## src/rtl/tt_um_hoene_frame_controller_pkg.sv

```systemverilog
// Shared state encodings and parameter defaults for the frame controller.
package tt_um_hoene_frame_controller_pkg;

  localparam int FRAME_BITS_DEFAULT = 32;
  localparam int TIMEOUT_W_DEFAULT  = 20;

  typedef enum logic [2:0] {
    IDLE = 3'd0,
    RECV = 3'd1,
    FWD  = 3'd2,
    ERR  = 3'd3
  } state_t;

endpackage

```

## src/rtl/tt_um_hoene_frame_watchdog.sv

```systemverilog
// LED blanking watchdog: counts down from all-ones after each good frame, blank once it hits zero.
// Reload and blank both take effect on the clock edge after reload is sampled; no backpressure.
module tt_um_hoene_frame_watchdog
  import tt_um_hoene_frame_controller_pkg::*;
#(
  parameter int TIMEOUT_W = TIMEOUT_W_DEFAULT
) (
  input  logic clk,
  input  logic rst,
  input  logic reload,
  output logic blank
);

  logic [TIMEOUT_W-1:0] count;
  logic [TIMEOUT_W-1:0] nxt_count;

  always_comb begin
    nxt_count = count;
    if (reload) begin
      nxt_count = '1;
    end else if (count != '0) begin
      nxt_count = count - 1'b1;
    end
  end

  // blank is derived from the next count so it drops in the same cycle as store
  always_ff @(posedge clk or posedge rst) begin
    if (rst) begin
      count <= '0;
      blank <= 1'b1;
    end else begin
      count <= nxt_count;
      blank <= (nxt_count == '0);
    end
  end

endmodule

```

## src/rtl/tt_um_hoene_frame_controller.sv

```systemverilog
// Frame sequencer: steers the first FRAME_BITS bits to the shift register, the rest downstream, then stores good frames.
// One clk from in_valid to shift_en/fwd_valid and from sync drop to store; no backpressure, every strobe is consumed.
module tt_um_hoene_frame_controller
  import tt_um_hoene_frame_controller_pkg::*;
#(
  parameter int FRAME_BITS = FRAME_BITS_DEFAULT,
  parameter int TIMEOUT_W  = TIMEOUT_W_DEFAULT
) (
  input  logic       clk,
  input  logic       rst,
  input  logic       in_valid,
  input  logic       in_data,
  input  logic       in_sync,
  input  logic       in_error,
  output logic       shift_en,
  output logic       shift_data,
  output logic       fwd_valid,
  output logic       fwd_data,
  output logic       store,
  output logic       blank,
  output logic       frame_error,
  output logic [7:0] frame_count,
  output logic [2:0] state
);

  localparam int CNT_W = $clog2(FRAME_BITS + 1);
  localparam logic [CNT_W-1:0] FULL_CNT = CNT_W'(FRAME_BITS);

  state_t           cur_state;
  state_t           nxt_state;
  logic [CNT_W-1:0] bit_cnt;
  logic [CNT_W-1:0] nxt_bit_cnt;
  logic             parity;
  logic             nxt_parity;
  logic             nxt_shift_en;
  logic             nxt_fwd_valid;
  logic             nxt_store;
  logic             nxt_frame_error;

  always_comb begin
    nxt_state       = cur_state;
    nxt_bit_cnt     = bit_cnt;
    nxt_parity      = parity;
    nxt_shift_en    = 1'b0;
    nxt_fwd_valid   = 1'b0;
    nxt_store       = 1'b0;
    nxt_frame_error = 1'b0;

    case (cur_state)
      IDLE: begin
        if (in_sync && !in_error) begin
          nxt_state   = RECV;
          nxt_bit_cnt = '0;
          nxt_parity  = 1'b0;
          if (in_valid) begin
            nxt_shift_en = 1'b1;
            nxt_parity   = in_data;
            nxt_bit_cnt  = CNT_W'(1);
          end
        end
      end

      RECV: begin
        if (in_error) begin
          nxt_frame_error = 1'b1;
          nxt_state       = ERR;
        end else begin
          if (in_valid) begin
            nxt_shift_en = 1'b1;
            nxt_parity   = parity ^ in_data;
            nxt_bit_cnt  = bit_cnt + CNT_W'(1);
          end
          // A parity bit coinciding with the sync drop still completes the frame
          if (nxt_bit_cnt == FULL_CNT) begin
            if (!in_sync) begin
              if (!nxt_parity) begin
                nxt_store = 1'b1;
                nxt_state = IDLE;
              end else begin
                nxt_frame_error = 1'b1;
                nxt_state       = ERR;
              end
            end else begin
              nxt_state = FWD;
            end
          end else if (!in_sync) begin
            nxt_frame_error = 1'b1;
            nxt_state       = ERR;
          end
        end
      end

      FWD: begin
        if (in_error) begin
          nxt_frame_error = 1'b1;
          nxt_state       = ERR;
        end else begin
          nxt_fwd_valid = in_valid;
          if (!in_sync) begin
            if (!parity) begin
              nxt_store = 1'b1;
              nxt_state = IDLE;
            end else begin
              nxt_frame_error = 1'b1;
              nxt_state       = ERR;
            end
          end
        end
      end

      ERR: begin
        if (!in_sync) begin
          nxt_state = IDLE;
        end
      end

      default: begin
        nxt_state = IDLE;
      end
    endcase
  end

  always_ff @(posedge clk or posedge rst) begin
    if (rst) begin
      cur_state   <= IDLE;
      bit_cnt     <= '0;
      parity      <= 1'b0;
      shift_en    <= 1'b0;
      shift_data  <= 1'b0;
      fwd_valid   <= 1'b0;
      fwd_data    <= 1'b0;
      store       <= 1'b0;
      frame_error <= 1'b0;
      frame_count <= '0;
    end else begin
      cur_state   <= nxt_state;
      bit_cnt     <= nxt_bit_cnt;
      parity      <= nxt_parity;
      shift_en    <= nxt_shift_en;
      fwd_valid   <= nxt_fwd_valid;
      store       <= nxt_store;
      frame_error <= nxt_frame_error;
      if (nxt_shift_en) begin
        shift_data <= in_data;
      end
      if (nxt_fwd_valid) begin
        fwd_data <= in_data;
      end
      if (nxt_store) begin
        frame_count <= frame_count + 8'd1;
      end
    end
  end

  assign state = cur_state;

  tt_um_hoene_frame_watchdog #(
    .TIMEOUT_W(TIMEOUT_W)
  ) u_watchdog (
    .clk   (clk),
    .rst   (rst),
    .reload(nxt_store),
    .blank (blank)
  );

endmodule
```

## config.mk

```make
export PLATFORM = sky130hd
export DESIGN_NAME = tt_um_hoene_frame_controller
export DESIGN_NICKNAME = d
export VERILOG_FILES = /design/src/rtl/tt_um_hoene_frame_controller_pkg.sv /design/src/rtl/tt_um_hoene_frame_watchdog.sv /design/src/rtl/tt_um_hoene_frame_controller.sv
export SDC_FILE = /design/constraint.sdc
export NUM_CORES = 1
export LEC_CHECK = 0
export ABC_AREA = 1
export BUFFER_PORTS_ARGS = -buffer_cell sky130_fd_sc_hd__buf_2
export CAP_MARGIN = 10
export CORE_UTILIZATION = 59
export CTS_CLUSTER_DIAMETER = 40
export DETAILED_ROUTE_END_ITERATION = 7
export PLACE_DENSITY = 0.76
export SLEW_MARGIN = 20
export SYNTH_ARGS = -nofsm -noshare
export SYNTH_HDL_FRONTEND = slang
export SYNTH_SLANG_ARGS = --single-unit
```

## constraint.sdc

```tcl
create_clock -name clk -period 2.35 [get_ports clk]
set_clock_uncertainty 0.1 [all_clocks]
set_input_delay 0.47 -clock clk [delete_from_list [all_inputs] [get_ports clk]]
set_output_delay 0.47 -clock clk [all_outputs]
set_load 0.01 [all_outputs]
```

**After elaboration in Yosys (flattened, before gate mapping)**

Index checks and enable logic that the tools add are counted.
Widths: inputs -> output; s select.

- Bits in registers: 45
- Output and inout bits: 18

- Add/sub/neg operators: 3
- Equality and inequality tests: 9
- Mux-type cells: 50
- Bitwise logic cells: 1
- Reductions and logical operators: 8

Operator list:

| kind | number |
|---|---|
| $mux 20 | 2 |
| $mux 6 | 5 |
| $mux 1 | 27 |
| $mux 3 | 8 |
| $logic_not 20->1 | 1 |
| $reduce_bool 20->1 | 1 |
| $sub 20x1->20 const B | 1 |
| $pmux 3 s4 | 1 |
| $pmux 6 s2 | 1 |
| $add 8x1->8 const B | 1 |
| $pmux 1 s2 | 4 |
| $add 6x1->6 const B | 1 |
| $eq 3x2->1 const B | 2 |
| $eq 6x6->1 const B | 1 |
| $ne 2x2->1 const B | 3 |
| $mux 2 | 2 |
| $ne 4x4->1 const B | 1 |
| $reduce_and 4->1 | 1 |
| $eq 3x1->1 const B | 1 |
| $logic_not 3->1 | 1 |
| $ne 3x3->1 const B | 1 |
| $reduce_and 3->1 | 1 |
| $reduce_bool 2->1 | 1 |
| $logic_and 1x1->1 | 1 |
| other kinds (2) | 2 |

**Depth between registers and ports, before layout**

Gate-level depths: netlist of run 1.

- Depth in word-level cells: 11
- Gate-level depth with buffers: 13

**Hierarchy**

From an unflattened synthesis of run 1, not the netlist that was laid out.

- Cells, all modules: 382
- Area, all modules: 2854.0 sq um

By module, submodules not included:

| module | instances | cells each | area an instance (sq um) | seq. area each (sq um) |
|---|---|---|---|---|
| tt_um_hoene_frame_watchdog | 1 | 201 | 1427.6 | 526.8 |
| tt_um_hoene_frame_controller | 1 | 181 | 1426.4 | 575.6 |

**Worst setup path after synthesis of run 1**

No wires, ideal clock.

- Path type: register to register
- Start point: register cur_state[1], in the netlist state[1]
- End point: register parity
- Arrival: 1.663 ns
- Data required time: 2.170 ns
- Setup slack: 0.507 ns
- Cell stages (with the launch flop): 10
- Path buffers: 1
- Period minus slack after synthesis: 1.843 ns
- Cells stage by stage: dfrtp_1 inv_1 ha_1 buf_2 a21oi_1 nor2_2 inv_1 or2_2 nand2_1 xnor2_1

- Longest elaborated chain between the ends: 3
- Elaborated cells on any way between the ends: 7
- Classes of those cells: eq/ne: 3; mux: 1; reduce/logical: 3

RTL lines:

| element | line | RTL |
|---|---|---|
| start, declared | tt_um_hoene_frame_controller.sv:29 | `state_t cur_state;` |
| start signal, assigned | tt_um_hoene_frame_controller.sv:136 | `cur_state <= nxt_state;` |
| $eq 3x1->1 or $logic_not 3->1 (tied branches) | tt_um_hoene_frame_controller.sv:49 | `case (cur_state)` |
| $ne 2x2->1 (no source line) or $reduce_bool 2->1 (tied branches) | n/a |  |
| $reduce_and 3->1 (no source line) | n/a |  |
| end signal, assigned | tt_um_hoene_frame_controller.sv:138 | `parity <= nxt_parity;` |
| end, declared | tt_um_hoene_frame_controller.sv:33 | `logic parity;` |

Parallel ways exist; a longest one is shown, timed or not.
A chain may end at the register's enable or synchronous reset.

**Worst setup path in the final report of run 1**

- Start point: register bit_cnt[0]
- End point: register frame_count[4]

- Longest elaborated chain between the ends: 8

RTL lines:

| element | line | RTL |
|---|---|---|
| start, declared | tt_um_hoene_frame_controller.sv:31 | `logic [CNT_W-1:0] bit_cnt;` |
| start signal, assigned | tt_um_hoene_frame_controller.sv:137 | `bit_cnt <= nxt_bit_cnt;` |
| $add 6x1->6 | tt_um_hoene_frame_controller.sv:71 | `nxt_bit_cnt = bit_cnt + CNT_W'(1);` |
| $mux 6 (*) | tt_um_hoene_frame_controller.sv:68 | `if (in_valid) begin` |
| $mux 6 (*) | tt_um_hoene_frame_controller.sv:64 | `if (in_error) begin` |
| $mux 6 (*) | tt_um_hoene_frame_controller.sv:49 |  |
| $eq 6x6->1 (*) | tt_um_hoene_frame_controller.sv:74 | `if (nxt_bit_cnt == FULL_CNT) begin` |
| $mux 1 (*) | tt_um_hoene_frame_controller.sv:74 |  |
| $mux 1 (*) | tt_um_hoene_frame_controller.sv:64 |  |
| $pmux 1 s2 (*) | tt_um_hoene_frame_controller.sv:49 |  |
| via nxt_store | tt_um_hoene_frame_controller.sv:37 | `logic nxt_store;` |
| end signal, assigned | tt_um_hoene_frame_controller.sv:150 | `frame_count <= frame_count + 8'd1;` |
| end, declared | tt_um_hoene_frame_controller.sv:22 | `output logic [7:0] frame_count,` |

The timed path passes the listed nets; every way through them passes the cells marked *. The select of a mux whose other input is x is not followed.

==> impl_results.html, run 1 <==
<table>
<tr><th>Metric</th><th>Value</th></tr>
<tr><th colspan="2">Run status</th></tr>
<tr><td>Status</td><td>complete, no violations</td></tr>
<tr><th colspan="2">Floorplan</th></tr>
<tr><td>Std cell rows</td><td>23</td></tr>
<tr><td>I/O pin count</td><td>24</td></tr>
<tr><td>Horiz. Die Dim</td><td>69.0 um</td></tr>
<tr><td>Die area</td><td>4760 um^2</td></tr>
<tr><td>Height of the chip</td><td>69.0 um</td></tr>
<tr><td>Effective utilization at floorplan</td><td>0.639</td></tr>
<tr><td>Core footprint</td><td>4140 um^2</td></tr>
<tr><th colspan="2">Route</th></tr>
<tr><td>DRC Markers</td><td>0</td></tr>
<tr><td>Wire length on met2</td><td>2530 um</td></tr>
<tr><td>Via count</td><td>2338</td></tr>
<tr><td>Antenna Violating Nets Remaining</td><td>0</td></tr>
<tr><td>Initial DRC Count</td><td>159</td></tr>
<tr><td>Final routed wirelength across all metal layers</td><td>5730 um</td></tr>
<tr><td>Drt pass-1 iters</td><td>5</td></tr>
<tr><td>M1 WL</td><td>2780 um</td></tr>
<tr><td>DR top layer</td><td>met4</td></tr>
<tr><td>Via density</td><td>5.37</td></tr>
<tr><td>Wire length per cell after detailed routing</td><td>13.2 um</td></tr>
<tr><td>Metal3 WL</td><td>326 um</td></tr>
<tr><th colspan="2">Clocking</th></tr>
<tr><td>Clock tree from TritonCTS</td><td>built</td></tr>
<tr><td>Maximum level of the CTS H-tree</td><td>2</td></tr>
<tr><td>CTS resizes</td><td>0</td></tr>
<tr><td>Number of setup buffers added after CTS</td><td>0</td></tr>
<tr><td>Clock Pin Slew Worst Setup and Hold Paths</td><td>0.09 ns</td></tr>
<tr><td>Number of buffers inserted by hold repair at cts</td><td>0</td></tr>
<tr><td>Number of buffers on the longest clock path</td><td>2</td></tr>
<tr><td>Buffer cell driving the clock tree root</td><td>clkbuf_8</td></tr>
<tr><td>Cts bufs inserted</td><td>5</td></tr>
<tr><td>Count of clock tree sinks</td><td>44</td></tr>
<tr><td>Clock latency reported for the late side of the worst-skew pair</td><td>0.30 ns</td></tr>
<tr><th colspan="2">Finish</th></tr>
<tr><td>Net total in the final layout</td><td>399</td></tr>
<tr><td>Area growth from synthesis to layout</td><td>12.0%</td></tr>
<tr><td>Fillers</td><td>330</td></tr>
<tr><td>Area of the multi-input gates</td><td>1350 um^2</td></tr>
<tr><td>Design area</td><td>2960 um^2</td></tr>
<tr><td>Fraction of layout instances using a drive strength above 1</td><td>0.153</td></tr>
<tr><td>Layout Utilization</td><td>0.715</td></tr>
<tr><td>Sequential cell area in the final layout</td><td>1100 um^2</td></tr>
<tr><td>Number of diodes</td><td>0</td></tr>
<tr><th colspan="2">Critical path</th></tr>
<tr><td>Crit path kind</td><td>reg2reg</td></tr>
<tr><td>Cell breakdown of the critical path</td><td>ha_1 -&gt; inv_1 -&gt; nand2_1 -&gt; nand2_1 -&gt; nand3_1 -&gt; nor2_1 -&gt; nand4_1 -&gt; nand2_1 -&gt; nand2_4 -&gt; inv_4 -&gt; nand3_2 -&gt; xnor2_1</td></tr>
<tr><td>Data required time of the critical path</td><td>2.44 ns</td></tr>
<tr><td>Highest-delay cell along the critical path</td><td>dfrtp_1</td></tr>
<tr><td>Worst endpoint data arrival time</td><td>2.23 ns</td></tr>
<tr><td>Crit. End Element</td><td>register</td></tr>
<tr><td>Kind of cell adding the most delay to the critical path</td><td>simple AND/OR/NAND/NOR gates</td></tr>
<tr><td>CP Launch Type</td><td>register</td></tr>
<tr><td>Top cell by count, worst path</td><td>nand2_1</td></tr>
<tr><td>CP max FO</td><td>17</td></tr>
<tr><td>Max stage delay on crit path</td><td>0.43 ns</td></tr>
<tr><td>Worst path bufs/invs</td><td>2</td></tr>
<tr><th colspan="2">Synthesis</th></tr>
<tr><td>Synth async-reset ratio</td><td>1.00</td></tr>
<tr><td>Sequential fraction of the synthesis area</td><td>0.416</td></tr>
<tr><td>Dominant cells by area after synthesis</td><td>dfrtp_1 (41%), nand2_1 (15%), inv_1 (6.0%), nor2_1 (5.7%), nand3_1 (4.3%)</td></tr>
<tr><td>Synth Net Count</td><td>366</td></tr>
<tr><td>Number of distinct library cells after synthesis</td><td>32</td></tr>
<tr><td>Cell taking the most area after synthesis</td><td>dfrtp_1</td></tr>
<tr><td>Post-Synthesis Cell Area</td><td>2650 um^2</td></tr>
<tr><td>Most instantiated library cell after synthesis</td><td>nand2_1</td></tr>
<tr><td>Syn. warnings</td><td>0</td></tr>
<tr><td>Post-synth top area share</td><td>0.406</td></tr>
<tr><td>Most used DFF post-synth</td><td>dfrtp_1</td></tr>
<tr><td>Count of flip-flops with a built-in enable after synthesis</td><td>0</td></tr>
<tr><td>Cell count after synthesis</td><td>351</td></tr>
<tr><td>Average size of a mapped cell</td><td>7.54 um^2</td></tr>
<tr><td>Top post-synthesis cells by count</td><td>nand2_1 (105), dfrtp_1 (43), inv_1 (42)</td></tr>
<tr><td>Flip-flop and latch count after synthesis</td><td>44</td></tr>
<tr><th colspan="2">Pwr</th></tr>
<tr><td>Power density of the placed cells</td><td>893 nW/um^2</td></tr>
<tr><td>Cell internal power dissipation</td><td>1570 uW</td></tr>
<tr><td>P_leak</td><td>0.00147 uW</td></tr>
<tr><td>Share of total power in sequential cells</td><td>0.415</td></tr>
<tr><td>Fraction of power consumed by the clock network</td><td>0.192</td></tr>
<tr><td>Switching part of the total</td><td>0.408</td></tr>
<tr><td>Psw</td><td>1080 uW</td></tr>
<tr><td>Part of the power in combinational logic</td><td>0.393</td></tr>
<tr><td>Total power</td><td>2650 uW</td></tr>
<tr><td>Worst voltage drop across the vdd grid</td><td>0.000619 V</td></tr>
<tr><th colspan="2">GRT</th></tr>
<tr><td>Global Route Usage Sum</td><td>0.272</td></tr>
<tr><td>Global-route wire length before repair</td><td>9430 um</td></tr>
<tr><td>Antenna violations before repair</td><td>0</td></tr>
<tr><td>Overflow left after global routing</td><td>0</td></tr>
<tr><td>Number of global-route vias before repair</td><td>2145</td></tr>
<tr><td>Pin count of the biggest net entering global routing</td><td>27</td></tr>
<tr><th colspan="2">Place</th></tr>
<tr><td>Area post-placement</td><td>2870 um^2</td></tr>
<tr><td>Number of buffers added on ports</td><td>22</td></tr>
<tr><td>Final weighted congestion of routability-driven global placement</td><td>0.885</td></tr>
<tr><td>Final HPWL from detailed placement</td><td>4340 um</td></tr>
<tr><th colspan="2">Timing</th></tr>
<tr><td>Final critical-path required period</td><td>2.14 ns</td></tr>
<tr><td>Hold violation count in the final report</td><td>0</td></tr>
<tr><td>Measured slew at the worst slew-check pin</td><td>0.715 ns</td></tr>
<tr><td>RSZ-0062 raised after global routing</td><td>no</td></tr>
<tr><td>Worst hold slack</td><td>0.0809 ns</td></tr>
<tr><td>Final setup violation count</td><td>0</td></tr>
<tr><td>Fmax</td><td>467 MHz</td></tr>
<tr><td>Worst rel slew slack</td><td>0.520</td></tr>
<tr><td>Final count of pins violating max slew</td><td>0</td></tr>
<tr><td>Crit share post-route</td><td>0.911</td></tr>
<tr><td>Setup tns final</td><td>0 ns</td></tr>
<tr><th colspan="2">Flow run</th></tr>
<tr><td>Max capacitance violation total</td><td>0</td></tr>
<tr><th colspan="2">Worst hold path</th></tr>
<tr><td>Worst hold path type</td><td>in2async</td></tr>
</table>
[cells in the final DEF, fill, tap and decap left out]
cell	Yosys	layout
nand2_1	105	105
dfrtp_1	43	43
inv_1	42	41
nor2_1	40	40
nand3_1	23	23
buf_2	3	22
nand4_1	12	12
xnor2_1	12	12
xor2_1	11	11
ha_1	9	9
o21ai_0	8	8
buf_4	1	8
nor2_2	6	6
clkbuf_8	0	6
o21ai_1	4	4
nand2_2	4	4
nor3_1	4	4
a21oi_1	3	3
nand3_2	3	3
o22ai_1	3	3
or2_2	2	2
nor2_4	2	2
clkinvlp_4	0	2
nand2_4	1	1
inv_4	1	1
and2_1	1	1
or2_1	1	1
nand3b_1	1	1
nor4_1	1	1
clkinv_1	0	1
o221ai_1	1	1
o21a_1	1	1
conb_1	1	1
buf_12	0	1
dfstp_2	1	1
[final timing paths]
| check | depth (start not counted) | start | to | slack (ns) |
|---|---|---|---|---|
| min in group clk | 3 | in_data | shift_data | 0.34 |
| min | 2 | rst | fwd_data | 0.08 |
| max in group asynchronous | 3 | rst | u_watchdog.count[1] | 1.55 |
| max reg2reg | 12 | bit_cnt[0] | frame_count[4] | 0.21 |
| max | 12 | bit_cnt[0] | frame_count[4] | 0.21 |
| min reg2reg | 1 | fwd_data | fwd_data | 0.40 |
[cell families (layout without fill, tap and decap cells)]
group	count (synthesis)	after routing	synth area share
AND/OR/NAND/NOR	206	206	0.347
flip-flops	44	44	0.416
adder cells (fa/ha/maj)	9	9	0.0425
AO/OA/AOI/OAI	20	20	0.0416
XOR/XNOR	23	23	0.0761
other	1	1	0.00142
buffers and inverters	48	82	0.0747
[flip-flops by register name, summed over array words and instances (netlist names), 2 cells and up]
name / count
state: 2
bit_cnt: 6
u_watchdog.count: 20
frame_count: 8
[cell type report]
type,instances,area share
Clock inverter,2,0.00507
Timing Repair Buffer,31,0.0642
Multi-Input combinational cell,259,0.455
Tap cell,50,0.0211
Clock buffer,6,0.0279
Inverter,43,0.0553
Sequential cell,44,0.372
[metrics by stage]
stage	cells	setup slack [ns]
floorplan	351	0.507
global placement	427	0.241
detailed placement	427	0.201
CTS	435	0.227
global route	435	0.0389
finish	435	0.209
[power by group through the flow]
stage               registers (uW)  clock network [uW]  logic, uW
detailed placement            1110                   0       1030
floorplan                     1110                   0        717
finish                        1100                 509       1040
CTS                           1090                 519       1030
global route                  1120                 547       1190
global placement              1100                   0       1010
[routing by layer]
metal / up-vias / track usage
li1: 1164 / -
met1: 1061 / 0.378
met2: 103 / 0.422
met3: 10 / 0.0510
met4: 0 / 0.0944
met5: - / 0
Note: power is estimated with default switching activity, not from simulation.
==> run 2: changes to the inputs <==
CORE_UTILIZATION = 60   (was 59)
PLACE_DENSITY = 0.77   (was 0.76)
SYNTH_HIERARCHICAL = 1   (was not set)
==> impl_results.html, run 2 <==
<table>
<tr><th>Metric</th><th>Value</th></tr>
<tr><th colspan="2">GRT</th></tr>
<tr><td>Pin count of the biggest net entering global routing</td><td>24 (-11%)</td></tr>
<tr><td>Antenna violations before repair</td><td>0 (unchanged)</td></tr>
<tr><td>Global Route Usage Sum</td><td>0.265 (-0.00643)</td></tr>
<tr><td>Number of global-route vias before repair</td><td>2335 (+8.9%)</td></tr>
<tr><td>Global-route wire length before repair</td><td>10400 um (+10%)</td></tr>
<tr><td>Overflow left after global routing</td><td>0 (unchanged)</td></tr>
<tr><th colspan="2">Finish</th></tr>
<tr><td>Design area</td><td>3300 um^2 (+11%)</td></tr>
<tr><td>Number of diodes</td><td>0 (unchanged)</td></tr>
<tr><td>Biggest regs</td><td>u_watchdog/count: 20 flops, frame_count: 8 flops, bit_cnt: 6 flops</td></tr>
<tr><td>Fraction of layout instances using a drive strength above 1</td><td>0.245 (+0.0920)</td></tr>
<tr><td>Number of flip-flops under the largest register name</td><td>20 (unchanged)</td></tr>
<tr><td>Final Non-Filler Cells</td><td>472 (+8.5%)</td></tr>
<tr><td>Area growth from synthesis to layout</td><td>15.5%</td></tr>
<tr><td>Largest Register</td><td>u_watchdog/count</td></tr>
<tr><td>Net total in the final layout</td><td>434 (+8.8%)</td></tr>
<tr><td>Most frequent cells in the layout</td><td>nand2_1 (102), inv_1 (43), dfrtp_1 (43)</td></tr>
<tr><td>Most frequent standard cell in the layout excluding fill and tap cells</td><td>nand2_1</td></tr>
<tr><th colspan="2">Synthesis</th></tr>
<tr><td>Cell count after synthesis</td><td>382 (+8.8%)</td></tr>
<tr><td>Flip-flop and latch count after synthesis</td><td>44 (unchanged)</td></tr>
<tr><td>Number of distinct library cells after synthesis</td><td>34 (+6.3%)</td></tr>
<tr><td>Post-synth top area share</td><td>0.377 (-0.0294)</td></tr>
<tr><td>Average size of a mapped cell</td><td>7.47 um^2 (-0.95%)</td></tr>
<tr><td>Count of flip-flops with a built-in enable after synthesis</td><td>0 (unchanged)</td></tr>
<tr><td>Most instantiated library cell after synthesis</td><td>nand2_1</td></tr>
<tr><td>Synth async-reset ratio</td><td>1.00 (unchanged)</td></tr>
<tr><td>Sequential fraction of the synthesis area</td><td>0.386 (-0.0301)</td></tr>
<tr><td>Cell taking the most area after synthesis</td><td>dfrtp_1</td></tr>
<tr><td>Syn. warnings</td><td>6 (+6)</td></tr>
<tr><td>Synth Net Count</td><td>397 (+8.5%)</td></tr>
<tr><td>Most used DFF post-synth</td><td>dfrtp_1</td></tr>
<tr><td>Post-Synthesis Cell Area</td><td>2850 um^2 (+7.8%)</td></tr>
<tr><td>Dominant cells by area after synthesis</td><td>dfrtp_1 (38%), nand2_1 (14%), nand3_1 (6.0%), inv_1 (5.7%), nor2_1 (5.0%)</td></tr>
<tr><td>Top post-synthesis cells by count</td><td>nand2_1 (109), dfrtp_1 (43), inv_1 (43)</td></tr>
<tr><th colspan="2">Worst hold path</th></tr>
<tr><td>Worst hold path type</td><td>in2async</td></tr>
<tr><th colspan="2">Timing</th></tr>
<tr><td>Fmax</td><td>446 MHz (-4.4%)</td></tr>
<tr><td>Worst hold slack</td><td>0.112 ns (+0.0313 ns)</td></tr>
<tr><td>Final critical-path required period</td><td>2.24 ns (+0.0991 ns)</td></tr>
<tr><td>Measured slew at the worst slew-check pin</td><td>0.785 ns (+0.0699 ns)</td></tr>
<tr><td>Crit share post-route</td><td>0.953 (+0.0422)</td></tr>
<tr><td>RSZ-0062 raised after global routing</td><td>yes</td></tr>
<tr><td>Final setup violation count</td><td>0 (unchanged)</td></tr>
<tr><td>Worst rel slew slack</td><td>0.476 (-0.0442)</td></tr>
<tr><td>Setup tns final</td><td>0 ns (unchanged)</td></tr>
<tr><td>Hold violation count in the final report</td><td>0 (unchanged)</td></tr>
<tr><td>Final count of pins violating max slew</td><td>0 (unchanged)</td></tr>
<tr><th colspan="2">Route</th></tr>
<tr><td>Antenna Violating Nets Remaining</td><td>0 (unchanged)</td></tr>
<tr><td>Wire length on met2</td><td>2990 um (+18%)</td></tr>
<tr><td>Metal3 WL</td><td>261 um (-20%)</td></tr>
<tr><td>DRC Markers</td><td>0 (unchanged)</td></tr>
<tr><td>M1 WL</td><td>2930 um (+5.1%)</td></tr>
<tr><td>Initial DRC Count</td><td>181 (+14%)</td></tr>
<tr><td>Drt pass-1 iters</td><td>4 (-1)</td></tr>
<tr><td>Wire length per cell after detailed routing</td><td>13.2 um (+0.46%)</td></tr>
<tr><td>Final routed wirelength across all metal layers</td><td>6250 um (+9.0%)</td></tr>
<tr><td>DR top layer</td><td>met4</td></tr>
<tr><td>Via density</td><td>5.41 (+0.60%)</td></tr>
<tr><td>Via count</td><td>2552 (+9.2%)</td></tr>
<tr><th colspan="2">Clocking</th></tr>
<tr><td>Count of clock tree sinks</td><td>44 (unchanged)</td></tr>
<tr><td>Cts bufs inserted</td><td>5 (unchanged)</td></tr>
<tr><td>Number of buffers inserted by hold repair at cts</td><td>0 (unchanged)</td></tr>
<tr><td>Clock Pin Slew Worst Setup and Hold Paths</td><td>0.09 ns (about the same)</td></tr>
<tr><td>Clock latency reported for the late side of the worst-skew pair</td><td>0.29 ns (about the same)</td></tr>
<tr><td>Maximum level of the CTS H-tree</td><td>2 (unchanged)</td></tr>
<tr><td>Clock tree from TritonCTS</td><td>built</td></tr>
<tr><td>Number of buffers on the longest clock path</td><td>2 (unchanged)</td></tr>
<tr><td>Buffer cell driving the clock tree root</td><td>clkbuf_8</td></tr>
<tr><th colspan="2">Flow run</th></tr>
<tr><td>Max capacitance violation total</td><td>0 (unchanged)</td></tr>
<tr><th colspan="2">Place</th></tr>
<tr><td>Number of buffers added on ports</td><td>22 (unchanged)</td></tr>
<tr><td>Final weighted congestion of routability-driven global placement</td><td>0.967 (+9.3%)</td></tr>
<tr><td>Final HPWL from detailed placement</td><td>4740 um (+9.2%)</td></tr>
<tr><td>Placed Cells incl. Taps</td><td>459 (+7.5%)</td></tr>
<tr><td>Area post-placement</td><td>3060 um^2 (+6.7%)</td></tr>
<tr><th colspan="2">Floorplan</th></tr>
<tr><td>Horiz. Die Dim</td><td>71.0 um (+2.9%)</td></tr>
<tr><td>Die area</td><td>5040 um^2 (+5.8%)</td></tr>
<tr><td>Effective utilization at floorplan</td><td>0.638 (-0.00103)</td></tr>
<tr><td>I/O pin count</td><td>24 (unchanged)</td></tr>
<tr><td>Std cell rows</td><td>24 (+4.3%)</td></tr>
<tr><td>Core footprint</td><td>4470 um^2 (+8.0%)</td></tr>
<tr><td>Height of the chip</td><td>71.0 um (+2.9%)</td></tr>
<tr><th colspan="2">Critical path</th></tr>
<tr><td>Data required time of the critical path</td><td>2.49 ns (+0.05 ns)</td></tr>
<tr><td>Crit. End Element</td><td>register</td></tr>
<tr><td>Number of cells on the critical path</td><td>19 (+7)</td></tr>
<tr><td>Kind of cell adding the most delay to the critical path</td><td>simple AND/OR/NAND/NOR gates</td></tr>
<tr><td>CP Launch Type</td><td>register</td></tr>
<tr><td>CP max FO</td><td>6 (-11)</td></tr>
<tr><td>Top cell by count, worst path</td><td>nand2_1</td></tr>
<tr><td>Max stage delay on crit path</td><td>0.42 ns (about the same)</td></tr>
<tr><td>Worst endpoint data arrival time</td><td>2.38 ns (+0.15 ns)</td></tr>
<tr><td>Crit path kind</td><td>reg2reg</td></tr>
<tr><td>Highest-delay cell along the critical path</td><td>dfrtp_1</td></tr>
<tr><td>Cell breakdown of the critical path</td><td>ha_4 -&gt; inv_1 -&gt; nand2_1 -&gt; o21ai_2 -&gt; nand3_1 -&gt; nor2_2 -&gt; nand2_2 -&gt; nor2_4 -&gt; nand2_2 -&gt; nand2_4 -&gt; nand2_4 -&gt; inv_8 -&gt; a21oi_1 -&gt; o21ai_1 -&gt; nor2_1 -&gt; nand2_1 -&gt; nor2_1 -&gt; nand2_1 -&gt; nor2_2</td></tr>
<tr><td>Number of cells on the worst reg-to-reg path</td><td>19 (+7)</td></tr>
<tr><td>Worst path bufs/invs</td><td>2 (unchanged)</td></tr>
<tr><th colspan="2">Run status</th></tr>
<tr><td>Status</td><td>complete, no violations</td></tr>
<tr><th colspan="2">Pwr</th></tr>
<tr><td>Power density of the placed cells</td><td>862 nW/um^2 (-3.5%)</td></tr>
<tr><td>P_leak</td><td>0.00162 uW (+11%)</td></tr>
<tr><td>Worst voltage drop across the vdd grid</td><td>0.000666 V (+7.7%)</td></tr>
</table>
## run 2: cell types whose count changed in the layout (fill, tap and decap cells not counted), sizes merged, moves of 3 or more
cell	before	now
nand3	26	41
nand2	110	121
o21ai	12	17
nor2	48	54
a21oi	3	9
inv	42	47
xnor2	12	8
buf	31	36
or2	3	0
nand4	12	8
xor2	11	7
## run 2: worst min-delay path, delay by kind of cell
kind,cells,cell delay (ns)
buffers and inverters,3,0.42
## run 2: cell families after synthesis
group / after synthesis / synth area share
xor+xnor: 15 / 0.0460
flops: 44 / 0.386
fa+ha+maj: 9 / 0.0395
buf+inv: 54 / 0.0793
compound gates: 30 / 0.0552
other cells: 1 / 0.00131
simple gates: 229 / 0.392
## run 2: final cells by class
type,instances,area [um^2]
sequential,44,1100
timing repair buffer,36,219
fill,336,1180
tap,52,65.1
inverter,48,200
clock buffer,6,72.6
multi-input combinational,284,1600
clock inverter,2,35.0
## run 2: worst paths after layout
check / startpoint / to / slack, ns
setup / recovery: bit_cnt[1] / u_watchdog/blank / 0.11
hold / removal: rst / frame_count[0] / 0.11
setup reg to reg: bit_cnt[1] / u_watchdog/blank / 0.11
hold reg to reg: fwd_data / fwd_data / 0.41
max in group asynchronous: rst / u_watchdog/count[10] / 1.44
min in group clk: in_data / shift_data / 0.34
## run 2: power by group
part           switching (uW)  internal (uW)  total [uW]
logic                     727            460        1190
clock network             253            316         568
registers                 169            918        1090
total                    1150           1690        2840
## run 2: per-stage QoR
step           power [uW]  setup WS (ns)   util
3_3_place_gp         2160         0.0567  0.683
3_5_place_dp         2170        -0.0299  0.683
2_1_floorplan        1870         0.0359      -
6_report             2840          0.110  0.737
4_1_cts              2740         0.0851  0.707
5_1_grt              3050        -0.0650  0.737
## run 2: timing repair
| action | CTS | global route |
|---|---|---|
| gates resized for setup | 0 | 28 |
| setup buffers | 0 | 5 |
| setup endpoints to repair | 0 | 5 |
## run 2: routing by layer
layer / up-vias / GRT usage
li1: 1279 / -
met1: 1197 / 0.359
met2: 68 / 0.429
met3: 8 / 0.0513
met4: 0 / 0.0933
met5: - / 0
